## config.mk

```make
export PLATFORM = sky130hd
export DESIGN_NAME = md5crypt_unit_sched
export DESIGN_NICKNAME = d
export VERILOG_FILES = /design/src/rtl/md5crypt_pkg.sv /design/src/rtl/rr_arbiter.sv /design/src/rtl/md5crypt_unit_sched.sv
export SDC_FILE = /design/constraint.sdc
export NUM_CORES = 1
export LEC_CHECK = 0
export ABC_AREA = 0
export CORE_ASPECT_RATIO = 1.1
export CORE_MARGIN = 2
export CORE_UTILIZATION = 50
export CTS_BUF_LIST = sky130_fd_sc_hd__clkbuf_8
export DETAILED_ROUTE_END_ITERATION = 10
export PLACE_DENSITY = 0.75
export SLEW_MARGIN = 40
export SYNTH_ARGS = -nofsm -noshare
export SYNTH_HDL_FRONTEND = slang
export SYNTH_HIERARCHICAL = 1
export SYNTH_SLANG_ARGS = --single-unit
```

## constraint.sdc

```tcl
create_clock -name CORE_CLK -period 5.81 [get_ports CORE_CLK]
set_input_delay 1.162 -clock CORE_CLK [delete_from_list [all_inputs] [get_ports CORE_CLK]]
set_output_delay 1.162 -clock CORE_CLK [all_outputs]
set_load 0.01 [all_outputs]
```

## src/rtl/md5crypt_pkg.sv

```systemverilog
// Shared definitions for the md5crypt unit array: default sizing and the
// dispatch scheduler state encoding.
package md5crypt_pkg;

  localparam int MD5_N_UNITS     = 16;
  localparam int MD5_UNIT_ID_W   = 4;
  localparam int MD5_MAX_KEY_LEN = 32;

  typedef enum logic [1:0] {
    ST_IDLE = 2'd0,
    ST_PICK = 2'd1,
    ST_XFER = 2'd2
  } sched_state_e;

endpackage

```

## src/rtl/rr_arbiter.sv

```systemverilog
// Combinational round-robin pick: first set request bit at or after ptr,
// scanning upward and wrapping. Shared by dispatch and result collection.
module rr_arbiter #(
  parameter int N     = 16,
  parameter int IDX_W = 4
) (
  input  logic [N-1:0]     req,
  input  logic [IDX_W-1:0] ptr,
  output logic [IDX_W-1:0] gnt_idx,
  output logic             gnt_vld
);

  // Scan from the far end down so the nearest candidate to ptr is written last.
  always_comb begin
    gnt_idx = '0;
    gnt_vld = 1'b0;
    for (int k = N - 1; k >= 0; k--) begin
      if (req[(int'(ptr) + k) % N]) begin
        gnt_vld = 1'b1;
        gnt_idx = IDX_W'((int'(ptr) + k) % N);
      end
    end
  end

endmodule

```

## src/rtl/md5crypt_unit_sched.sv

```systemverilog
// Hands complete keys from the word buffer to idle md5crypt units, one
// 32-bit beat per cycle, and reports aggregate idle status and dispatch count.
module md5crypt_unit_sched
  import md5crypt_pkg::*;
#(
  parameter int N_UNITS     = MD5_N_UNITS,
  parameter int UNIT_ID_W   = MD5_UNIT_ID_W,
  parameter int MAX_KEY_LEN = MD5_MAX_KEY_LEN
) (
  input  logic                 CORE_CLK,
  input  logic                 rst,
  input  logic [N_UNITS-1:0]   unit_mask,
  input  logic                 word_valid,
  input  logic [5:0]           word_len,
  output logic                 word_ready,
  input  logic [N_UNITS-1:0]   unit_idle,
  output logic                 beat_en,
  output logic [2:0]           beat_idx,
  output logic [N_UNITS-1:0]   unit_wr_en,
  output logic                 unit_last,
  output logic [UNIT_ID_W-1:0] unit_sel,
  output logic                 cores_idle,
  output logic                 err_no_units,
  output logic [31:0]          dispatched_cnt
);

  localparam logic [6:0] MAX_LEN7 = 7'(MAX_KEY_LEN);

  sched_state_e         state_q, state_d;
  logic [N_UNITS-1:0]   mask_q, mask_d;
  logic [N_UNITS-1:0]   reserved_q, reserved_d;
  logic [N_UNITS-1:0]   wr_en_q, wr_en_d;
  logic [UNIT_ID_W-1:0] rr_ptr_q, rr_ptr_d;
  logic [UNIT_ID_W-1:0] sel_q, sel_d;
  logic [2:0]           beat_idx_q, beat_idx_d;
  logic [2:0]           last_idx_q, last_idx_d;
  logic                 beat_en_q, beat_en_d;
  logic                 last_q, last_d;
  logic                 cores_idle_q, cores_idle_d;
  logic                 err_q, err_d;
  logic [31:0]          cnt_q, cnt_d;

  logic [N_UNITS-1:0]   eligible;
  logic [UNIT_ID_W-1:0] gnt_idx;
  logic                 gnt_vld;
  logic [6:0]           len_c;
  logic [6:0]           nbeats;

  // A granted unit stays reserved until it is seen dropping idle.
  assign eligible = unit_idle & ~mask_q & ~reserved_q;

  rr_arbiter #(
    .N     (N_UNITS),
    .IDX_W (UNIT_ID_W)
  ) u_arb (
    .req     (eligible),
    .ptr     (rr_ptr_q),
    .gnt_idx (gnt_idx),
    .gnt_vld (gnt_vld)
  );

  assign len_c  = ({1'b0, word_len} > MAX_LEN7) ? MAX_LEN7 : {1'b0, word_len};
  assign nbeats = (len_c == 7'd0) ? 7'd1 : ((len_c + 7'd3) >> 2);

  always_comb begin
    state_d      = state_q;
    mask_d       = mask_q;
    reserved_d   = reserved_q & unit_idle;
    rr_ptr_d     = rr_ptr_q;
    sel_d        = sel_q;
    beat_idx_d   = beat_idx_q;
    last_idx_d   = last_idx_q;
    beat_en_d    = 1'b0;
    wr_en_d      = '0;
    last_d       = 1'b0;
    err_d        = err_q;
    cnt_d        = cnt_q;
    cores_idle_d = (state_q == ST_IDLE) && !word_valid && (reserved_q == '0) &&
                   (&(unit_idle | mask_q));

    case (state_q)
      ST_IDLE: begin
        mask_d = unit_mask;
        if (word_valid) begin
          if (&mask_q) err_d = 1'b1;
          else         state_d = ST_PICK;
        end
      end
      ST_PICK: begin
        if (gnt_vld) begin
          sel_d               = gnt_idx;
          reserved_d[gnt_idx] = 1'b1;
          rr_ptr_d            = (int'(gnt_idx) == N_UNITS - 1) ? '0 : gnt_idx + UNIT_ID_W'(1);
          last_idx_d          = 3'(nbeats - 7'd1);
          beat_idx_d          = 3'd0;
          beat_en_d           = 1'b1;
          wr_en_d             = {{(N_UNITS-1){1'b0}}, 1'b1} << gnt_idx;
          last_d              = (nbeats == 7'd1);
          state_d             = ST_XFER;
        end
      end
      ST_XFER: begin
        if (beat_idx_q == last_idx_q) begin
          cnt_d      = cnt_q + 32'd1;
          beat_idx_d = 3'd0;
          state_d    = ST_IDLE;
        end else begin
          beat_idx_d = beat_idx_q + 3'd1;
          beat_en_d  = 1'b1;
          wr_en_d    = wr_en_q;
          last_d     = ((beat_idx_q + 3'd1) == last_idx_q);
        end
      end
      default: state_d = ST_IDLE;
    endcase
  end

  always_ff @(posedge CORE_CLK) begin
    if (rst) begin
      state_q      <= ST_IDLE;
      mask_q       <= '0;
      reserved_q   <= '0;
      rr_ptr_q     <= '0;
      sel_q        <= '0;
      beat_idx_q   <= '0;
      last_idx_q   <= '0;
      beat_en_q    <= 1'b0;
      wr_en_q      <= '0;
      last_q       <= 1'b0;
      err_q        <= 1'b0;
      cnt_q        <= '0;
      cores_idle_q <= 1'b0;
    end else begin
      state_q      <= state_d;
      mask_q       <= mask_d;
      reserved_q   <= reserved_d;
      rr_ptr_q     <= rr_ptr_d;
      sel_q        <= sel_d;
      beat_idx_q   <= beat_idx_d;
      last_idx_q   <= last_idx_d;
      beat_en_q    <= beat_en_d;
      wr_en_q      <= wr_en_d;
      last_q       <= last_d;
      err_q        <= err_d;
      cnt_q        <= cnt_d;
      cores_idle_q <= cores_idle_d;
    end
  end

  // Acceptance is visible in the PICK cycle itself so the buffer sees it at t+1.
  assign word_ready     = (state_q == ST_PICK) && gnt_vld;
  assign beat_en        = beat_en_q;
  assign beat_idx       = beat_idx_q;
  assign unit_wr_en     = wr_en_q;
  assign unit_last      = last_q;
  assign unit_sel       = sel_q;
  assign cores_idle     = cores_idle_q;
  assign err_no_units   = err_q;
  assign dispatched_cnt = cnt_q;

endmodule

```

==> Word-level counts from Yosys, hierarchy flattened <==
Cells that the tools add are included.
{ "classes": {"n_eq_ne": 10, "magnitude_cmp": 19, "bitwise_logic": 22, "mux": 103, "shift": 1, "add_sub_neg": 20, "reduce_logical": 32} }
{ "ops": {"columns": ["op", "n"], "rows": [
  ["$lt A5 B6 Y1 const B", 15],
  ["$mux W4", 17],
  ["$bmux W1 S4", 16],
  ["$mux W16", 4],
  ["$reduce_or A4 Y1", 15],
  ["$mux W1", 52],
  ["$and A16 B16 Y16", 3],
  ["$add A32 B1 Y32 const B", 1],
  ["$add A4 B4 Y4 const B", 8],
  ["$not A16 Y16", 2],
  ["$or A16 B16 Y16", 2],
  ["$pmux W16 S2", 1],
  ["$reduce_and A16 Y1", 2],
  ["$reduce_and A18 Y1", 1],
  ["$add A4 B3 Y4 const B", 4],
  ["$logic_not A16 Y1", 1],
  ["$shl A1 B4 Y16 const A", 1],
  ["$and A1 B1 Y1 const A", 15],
  ["$lt A4 B5 Y1 const B", 2],
  ["$add A4 B1 Y4 const B", 2],
  ["$add A4 B2 Y4 const B", 2],
  ["$mux W2", 4],
  ["$ne A2 B2 Y1 const B", 4],
  ["$add A6 B2 Y7 const B", 1],
  ["23 further kinds", 32]
]} }
{ "word_totals": {"output_inout_bits": 60, "word_cells": 220, "inputBits": 41, "ff_bits": 100} }

==> Depth between registers and ports, before layout <==
Gate-level depths: netlist of the first run.
{ "depth": {"ltp_word": 29, "ltp_mapped": 19, "mapped_depth_nobuf": 14} }

==> Cells and area by module <==
Netlist of the first run, hierarchy kept.
{ "modules_own_cells": {"columns": ["mod", "instances", "seq_area_each_um2", "area_per_inst_um2", "cells_per_inst"], "rows": [
  ["md5crypt_unit_sched", 1, 2001.9, 4790.8, 558],
  ["rr_arbiter", 1, 0.0, 2384.8, 257]
]} }

==> Least setup slack after synthesis of the first run <==
OpenSTA, ideal clock, no wires.
{ "synth_path": {"kind": "register -> output", "start": "register rr_ptr_q[1]", "end": "output word_ready", "path_slack_ps": 355, "t_arrival_ps": 4293, "required_ps": 4648, "path_stages_with_launch": 17, "path_buffers": 7, "cell_sequence": "dfxtp_1 > clkbuf_1 > clkbuf_1 > inv_1 > ha_1 > buf_2 > buf_2 > mux4_2 > mux4_2 > buf_2 > nor4_1 > nor4b_1 > nand3_1 > nand2_1 > inv_1 > clkbuf_1 > buf_1"} }
{ "synth_between": {"elab_chain_len": 21, "word_cells_on_any_way": 79, "classes_between": "add/sub (15); mux (63); reduce/logical (1)"} }
{ "synth_lines": {"columns": ["item", "line_no", "text"], "rows": [
  ["start, declared", "md5crypt_unit_sched.sv:33", "logic [UNIT_ID_W-1:0] rr_ptr_q, rr_ptr_d;"],
  ["start signal, assigned", "md5crypt_unit_sched.sv:137", "rr_ptr_q <= rr_ptr_d;"],
  ["$add A4 B4 Y4", "rr_arbiter.sv:18", "if (req[(int'(ptr) + k) % N]) begin"],
  ["$bmux W1 S4", "rr_arbiter.sv:18", null],
  ["$mux W1 (not written as such) (2 in a row)", "rr_arbiter.sv:18", null],
  ["$mux W1 (15 in a row)", "rr_arbiter.sv:18", null],
  ["$mux W1 *", "rr_arbiter.sv:18", null],
  ["via gnt_vld", "md5crypt_unit_sched.sv:45", "logic gnt_vld;"],
  ["$logic_and A1 B1 Y1 *", "md5crypt_unit_sched.sv:151", "assign word_ready = (state_q == ST_PICK) && gnt_vld;"],
  ["end, declared", "md5crypt_unit_sched.sv:15", "output logic word_ready,"]
]} }
The timed path passes the listed nets; every way through them passes the cells marked *. The select of a mux whose other input is x is not followed.

==> Worst setup path after layout of the first run <==
{ "layout_path": {"start": "input unit_idle[5]", "end": "output word_ready"} }
{ "layout_between": {"elab_chain_len": 22, "word_cells_on_any_way": 66, "classes_between": "mux (63); bitwise (2); reduce/logical (1)"} }
{ "layout_lines": {"columns": ["item", "line_no", "text"], "rows": [
  ["start, declared", "md5crypt_unit_sched.sv:16", "input logic [N_UNITS-1:0] unit_idle,"],
  ["$and A16 B16 Y16 * (2 in a row)", "md5crypt_unit_sched.sv:50", "assign eligible = unit_idle & ~mask_q & ~reserved_q;"],
  ["via eligible[5]", "md5crypt_unit_sched.sv:43", "logic [N_UNITS-1:0] eligible;"],
  ["$bmux W1 S4", "rr_arbiter.sv:18", null],
  ["$mux W1 (not written as such) (2 in a row)", "rr_arbiter.sv:18", null],
  ["$mux W1 (15 in a row)", "rr_arbiter.sv:18", null],
  ["$mux W1 *", "rr_arbiter.sv:18", null],
  ["via gnt_vld", "md5crypt_unit_sched.sv:45", null],
  ["$logic_and A1 B1 Y1 *", "md5crypt_unit_sched.sv:151", null]
]} }
Marks and branches as above.

==> results of run 1 <==
[kinds of logic after synthesis]
family	Yosys count
simple gates	317
flops	100
buf+inv	75
fa+ha+maj	20
compound gates	164
xor+xnor	21
mux	118
[critical path, delay by kind of cell]
family / cells / cell delay, ns
buffers and inverters: 3 / 1.00
multiplexers: 2 / 1.11
AND/OR/NAND/NOR: 5 / 1.21
[per-layer routing]
metal / GRT usage / share of wire / wire length (um) / vias to the layer above
li1: - / - / - / 3231
met1: 0.364 / 0.44 / 9340 / 3253
met2: 0.438 / 0.46 / 9630 / 262
met3: 0.0515 / 0.065 / 1370 / 45
met4: 0.118 / 0.031 / 658 / 0
met5: 0 / 0 / 0 / -
[how the worst max path moves through the flow]
stage	to	cells after the start
floorplan	word_ready	16
global placement	word_ready	10
detailed placement	word_ready	12
CTS	word_ready	12
global route	word_ready	11
finish	word_ready	10
[registers in the layout, indices dropped and copies added (netlist names)]
signal	count
err_no_units	1
last_idx_q	3
beat_en	1
dispatched_cnt	32
beat_idx	3
mask_q	16
rr_ptr_q	4
unit_last	1
cores_idle	1
unit_wr_en	16
reserved_q	16
unit_sel	4
state_q	2
[layout by cell type (no fill, tap or decap), drive strengths merged, types with 4 or more instances in the layout]
cell type and instances:
o211ai 4, o21ai 18, nand2 64, o31ai 10
nor4 16, dfxtp 100, mux2i 52, nor3b 18
nor2 87, nand2b 11, a21oi 61, nor2b 20
inv 30, clkbuf 9, nor3 21, nand4 24
mux2 38, mux4 28, a32oi 14, a31oi 4
xnor2 10, nand3 20, o221ai 4, buf 27
and4 11, and3 4, a211oi 6, clkdlybuf4s50 99
ha 20, or4 5, or3 8, o22ai 8
xor2 11
[per-stage QoR]
step                      setup WS, ns  hold slack, ns  total power, mW
after floorplan                  0.355           0.449             2.77
after global placement           0.202           0.439             3.52
after detailed placement         0.136           0.445             3.53
after CTS                        0.125           0.459             3.96
after global routing            0.0517           0.485             4.28
final                            0.161           0.455             4.02
[area by class of cell]
| cell class | instances | area share |
|---|---|---|
| Clock buffer | 9 | 0.0144 |
| Clock inverter | 7 | 0.00583 |
| Inverter | 27 | 0.0118 |
| Multi-Input combinational cell | 640 | 0.568 |
| Sequential cell | 100 | 0.233 |
| Tap cell | 188 | 0.0274 |
| Timing Repair Buffer | 126 | 0.139 |
[where the power goes]
group	internal, mW	switching [mW]
logic	1.10	1.61
clock network	0.158	0.261
registers	0.781	0.117
==> run metrics, run 1 <==
status=complete, no violations; Worst Reg2Reg Path Length in Cells=13; Synth area leader=dfxtp_1; Yosys top cell area share=0.279; largest family of logic cells by synthesized area=simple AND/OR/NAND/NOR gates; CTS tree=done; design area=0.00858 mm2; layout cell share with drive strength beyond 1=0.152; Worst Max-Slew Pin Slew=0.796 ns; GRT overflow=0; final hold violation count=0; Placer Congestion=0.992; kind of critical path=in -> out; final worst path period need=5.65 ns; Total Wirelength=21.0 mm; DR vias=6791; mapped cell area=0.00718 mm2; Synth warnings=6; Worst Path Required=4.65 ns; RR Endpoint=unit_wr_en[8]; hold crit path type=reg -> reg; flop-to-flop setup slack=0.99 ns; worst hold start=unit_wr_en[0]; Worst-Skew Late Latency=0.39 ns; Final Setup Violations=0; maximum clock rate=177 MHz; WHS Endpoint=unit_wr_en[0]; layout overhead on the synthesized area=19.6%; Startpoint Class=primary input; first-pass GRT wire length=33.5 mm; FP Rows=45; crit path cell chain=clkdlybuf4s50_1 -> nor3b_1 -> mux4_2 -> mux4_2 -> nor4_1 -> nor4b_1 -> nand3_1 -> nand2_1 -> inv_1 -> clkdlybuf4s50_1; Leak=3.10 nW; VDD IR max=0.000215 V; crit path capture type=output port; cts bufs inserted=9; Post-Synth Adder-Cell Area=0.0349; post-synthesis mux area share=0.224; most numerous cell in the Yosys netlist=dfxtp_1; Fillers=1237; Worst Hold Depth=2; average size of a mapped cell=8.80 um2; clock root buffer=clkbuf_8; total number of H-tree levels=3; Slew Limit Fails=0; CP startpoint=unit_idle[5]; power density relative to cell area=468 mW/mm2; DR pass1 iterations=5; storage element area=0.00200 mm2; Synth Register Bits=100; largest net degree at the start of global routing=68; placed insts=1081; Critical Path AT=4.49 ns; Ports=101; Placeable Area=0.0139 mm2; Primary FF master, synth=dfxtp_1; PortBufs=100; Max-Cap Viols=0; Netlist cell types=74; Final Util=0.617; clk_skew=0.0138 ns; hpwl dp=15.5 mm; sequential share of the synthesized area=0.279; antenna cells=0; Chip Width=118 um; Worst-path clk slew=0.09 ns; synthesized net count=876; unrepaired setup endpoints after global routing=no; All-Layer GR Usage=0.274; setup TNS=0 ns; DRC=0; top cells by count, synth=dfxtp_1, nor2_1, nand2_1, a21oi_1, mux2i_1; Largest stage delay, worst path=0.60 ns; Slew HR=0.468; antenna violations before repair=0; number of flops mapped to enable cells by yosys=0; area of placed instances=0.00838 mm2; vias per inst=6.19; Starting DRT DRC Count=595; # clock sinks=100; Mapped Cells=815; Final ANT Viol Nets=0; Layout Cells excl Fill=1097; top cells by area, synth=dfxtp_1, mux4_2, mux2i_1; CTS resizes=0; clock tree buffer depth=2; Avg WL per Cell=19.1 um; die area=0.0153 mm2; Multi-input gate area=0.00488 mm2; net count reported at finish=965; Synth Area in XOR/XNOR=0.0314; vias in the first global route=6324; hold_buf cts=0; Starting Density=0.516; Post-CTS Setup Bufs=0; CP max stage cell=mux4_2; chip height=130 um; Synth Area in Simple Gates=0.230; largest fanout on the critical path=8; Synth Area in Compound Gates=0.154; Async SR Flop Fraction=0; FF-to-FF Start=rr_ptr_q[1]; Final Cycle Share=0.972
(Power assumes the default switching activity.)
==> run 2, diff against run 1 <==
--- a/config.mk
+++ b/config.mk
@@ -7,11 +7,11 @@
 export LEC_CHECK = 0
 export ABC_AREA = 0
 export CORE_ASPECT_RATIO = 1.1
-export CORE_MARGIN = 2
 export CORE_UTILIZATION = 50
 export CTS_BUF_LIST = sky130_fd_sc_hd__clkbuf_8
 export DETAILED_ROUTE_END_ITERATION = 10
 export PLACE_DENSITY = 0.75
+export SKIP_CTS_REPAIR_TIMING = 1
 export SLEW_MARGIN = 40
 export SYNTH_ARGS = -nofsm -noshare
 export SYNTH_HDL_FRONTEND = slang
==> run 2 against run 1 <==
Compared with the run above: via count rose by 0.91%; register-to-register slack improved by 0.10 ns; sequential share of layout area fell by 0.064 points; cell area rose by 0.28%; clock-buffer cell count stayed put; wire length increased by 2.3%; sequential power fell by 2.2%; core utilization grew 0.17 points; critical path depth unchanged; non-clock buffer count is 2 higher; first-iteration DRC count decreased by 16%; final cell count up 0.18%; highest routed layer unchanged.
==> run metrics, run 2 (synthesized netlist as in run 1, its figures left out) <==
status=complete, no violations; CP max stage cell=mux4_2; clock root buffer=clkbuf_8; switching part of the total power=0.496 (+0.00237); commonest non-fill, non-tap cell in the layout=dfxtp_1; Largest delay share family, worst path=simple AND/OR/NAND/NOR gates; hpwl dp=16.0 mm (+2.9%); part of the power in the clock network=0.109 (+0.005); Leak=3.10 nW (+0.27%); Fillers=1238 (+0.081%); vias per inst=6.24 (+0.73%); Worst Reg2Reg Path Length in Cells=15 (+2); Worst Max-Slew Pin Slew=0.820 ns (+0.0232 ns); clock tree buffer depth=2 (unchanged); first-pass GRT wire length=33.8 mm (+1.1%); design area=0.00861 mm2 (+0.28%); FP Rows=45 (unchanged); VDD IR max=0.000272 V (+27%); power density relative to cell area=474 mW/mm2 (+1.2%); GRT overflow=0 (unchanged); Final ANT Viol Nets=0 (unchanged); largest net degree at the start of global routing=70 (+2.9%); final hold violation count=0 (unchanged); Chip Width=116 um (-1.7%); cts bufs inserted=9 (unchanged); setup TNS=0 ns (unchanged); net count reported at finish=967 (+0.21%); final worst path period need=5.62 ns (-0.0326 ns); DRC=0 (unchanged); chip height=128 um (-1.5%); P_sw=2.02 mW (+2.0%); Starting Density=0.516 (unchanged); worst slack, placed=0.188 ns (+0.0512 ns); Placeable Area=0.0139 mm2 (unchanged); unrepaired setup endpoints after global routing=no; Starting DRT DRC Count=497 (-16%); Final Cycle Share=0.967 (-0.00562); Final Setup Violations=0 (unchanged); die area=0.0148 mm2 (-3.2%); Startpoint Class=primary input; CTS tree=done; clk_skew=0.0154 ns (+0.00162 ns); # clock sinks=100 (unchanged); CP startpoint=unit_idle[1]; Total Wirelength=21.5 mm (+2.3%); Max-Cap Viols=0 (unchanged); PortBufs=100 (unchanged); crit path to=word_ready; total number of H-tree levels=3 (unchanged); placed insts=1083 (+0.19%); most frequent cells in the layout=dfxtp_1, clkdlybuf4s50_1, nor2_1, nand2_1, a21oi_1; antenna cells=0 (unchanged); Critical Path AT=4.45 ns (-0.04 ns); hold crit path type=reg -> reg; Slew HR=0.452 (-0.0160); crit path capture type=output port; Worst-Skew Late Latency=0.39 ns (about the same); sequential share of power=0.215 (-0.009); layout overhead on the synthesized area=19.9%; largest fanout on the critical path=6 (-2); crit path cell chain=clkdlybuf4s50_1 -> nor3b_1 -> mux4_2 -> mux4_2 -> nor4_1 -> nor4b_1 -> nand3_1 -> nand2_1 -> inv_1 -> clkdlybuf4s50_1; Pint=2.06 mW (+1.0%); max reg flops=32 (unchanged); All-Layer GR Usage=0.298 (+0.0241); Avg WL per Cell=19.6 um (+2.1%); Slew Limit Fails=0 (unchanged); Worst Path Required=4.65 ns (about the same); Final Util=0.619 (+0.00171); maximum clock rate=178 MHz (+0.58%); Worst-path clk slew=0.10 ns (about the same); layout cell share with drive strength beyond 1=0.153 (+0.000764); kind of critical path=in -> out; RR Endpoint=rr_ptr_q[2]; Pwr Total=4.08 mW (+1.5%); FF-to-FF Start=rr_ptr_q[1]; combinational share of power=0.676 (+0.004); Largest stage delay, worst path=0.54 ns (-0.06 ns); Buf+Inv Stages, Crit Path=3 (unchanged); area of placed instances=0.00839 mm2 (+0.18%); antenna violations before repair=0 (unchanged); Placer Congestion=1.02 (+2.4%); Ports=101 (unchanged); DR vias=6853 (+0.91%); Layout Cells excl Fill=1099 (+0.18%); critical path depth=10 (unchanged); vias in the first global route=6403 (+1.2%); flop-to-flop setup slack=1.09 ns (+0.10 ns); setup ws final=0.194 ns (+0.0326 ns); worst hold slack=0.458 ns (+0.00320 ns); DR pass1 iterations=5 (unchanged)
-- run 2: metal layers --
| metal | track usage | up-vias | wire [um] |
|---|---|---|---|
| met5 | 0 | - | 0 |
| met4 | 0.149 | 0 | 835 |
| met3 | 0.0621 | 54 | 1610 |
| met2 | 0.461 | 278 | 9910 |
| met1 | 0.390 | 3291 | 9130 |
| li1 | - | 3230 | - |
-- run 2: final cells by class --
type | count | area [um2] | area share
inverter | 27 | 101 | 0.0118
clock buffer | 9 | 124 | 0.0144
timing repair buffer | 128 | 1210 | 0.140
sequential | 100 | 2000 | 0.233
multi-input combinational | 640 | 4860 | 0.565
tap | 188 | 235 | 0.0273
clock inverter | 7 | 71.3 | 0.00829
-- run 2: worst min-delay path by stage --
| stage | start | end | slack, ns | cells past startpoint |
|---|---|---|---|---|
| finish | unit_sel[0] | unit_sel[0] | 0.46 | 2 |
| global route | unit_sel[0] | unit_sel[0] | 0.48 | 2 |
| CTS | unit_sel[0] | unit_sel[0] | 0.46 | 2 |
| detailed placement | unit_sel[0] | unit_sel[0] | 0.45 | 2 |
| global placement | unit_wr_en[3] | unit_wr_en[3] | 0.44 | 2 |
| floorplan | reserved_q[15] | reserved_q[15] | 0.45 | 2 |
-- run 2: power by group through the flow --
stage / Sequential (mW) / Combinational (mW) / Clock [mW]
final: 0.878 / 2.76 / 0.445
after global placement: 0.886 / 2.68 / 0
after detailed placement: 0.888 / 2.69 / 0
after global routing: 0.890 / 2.96 / 0.476
after floorplan: 0.869 / 1.90 / 0
after CTS: 0.873 / 2.71 / 0.455
-- run 2: worst min-delay path, cell delays in order (launching register included) --
cell and delay, ns:
dfxtp_1 0.32, nand2_1 0.05, a21oi_1 0.05
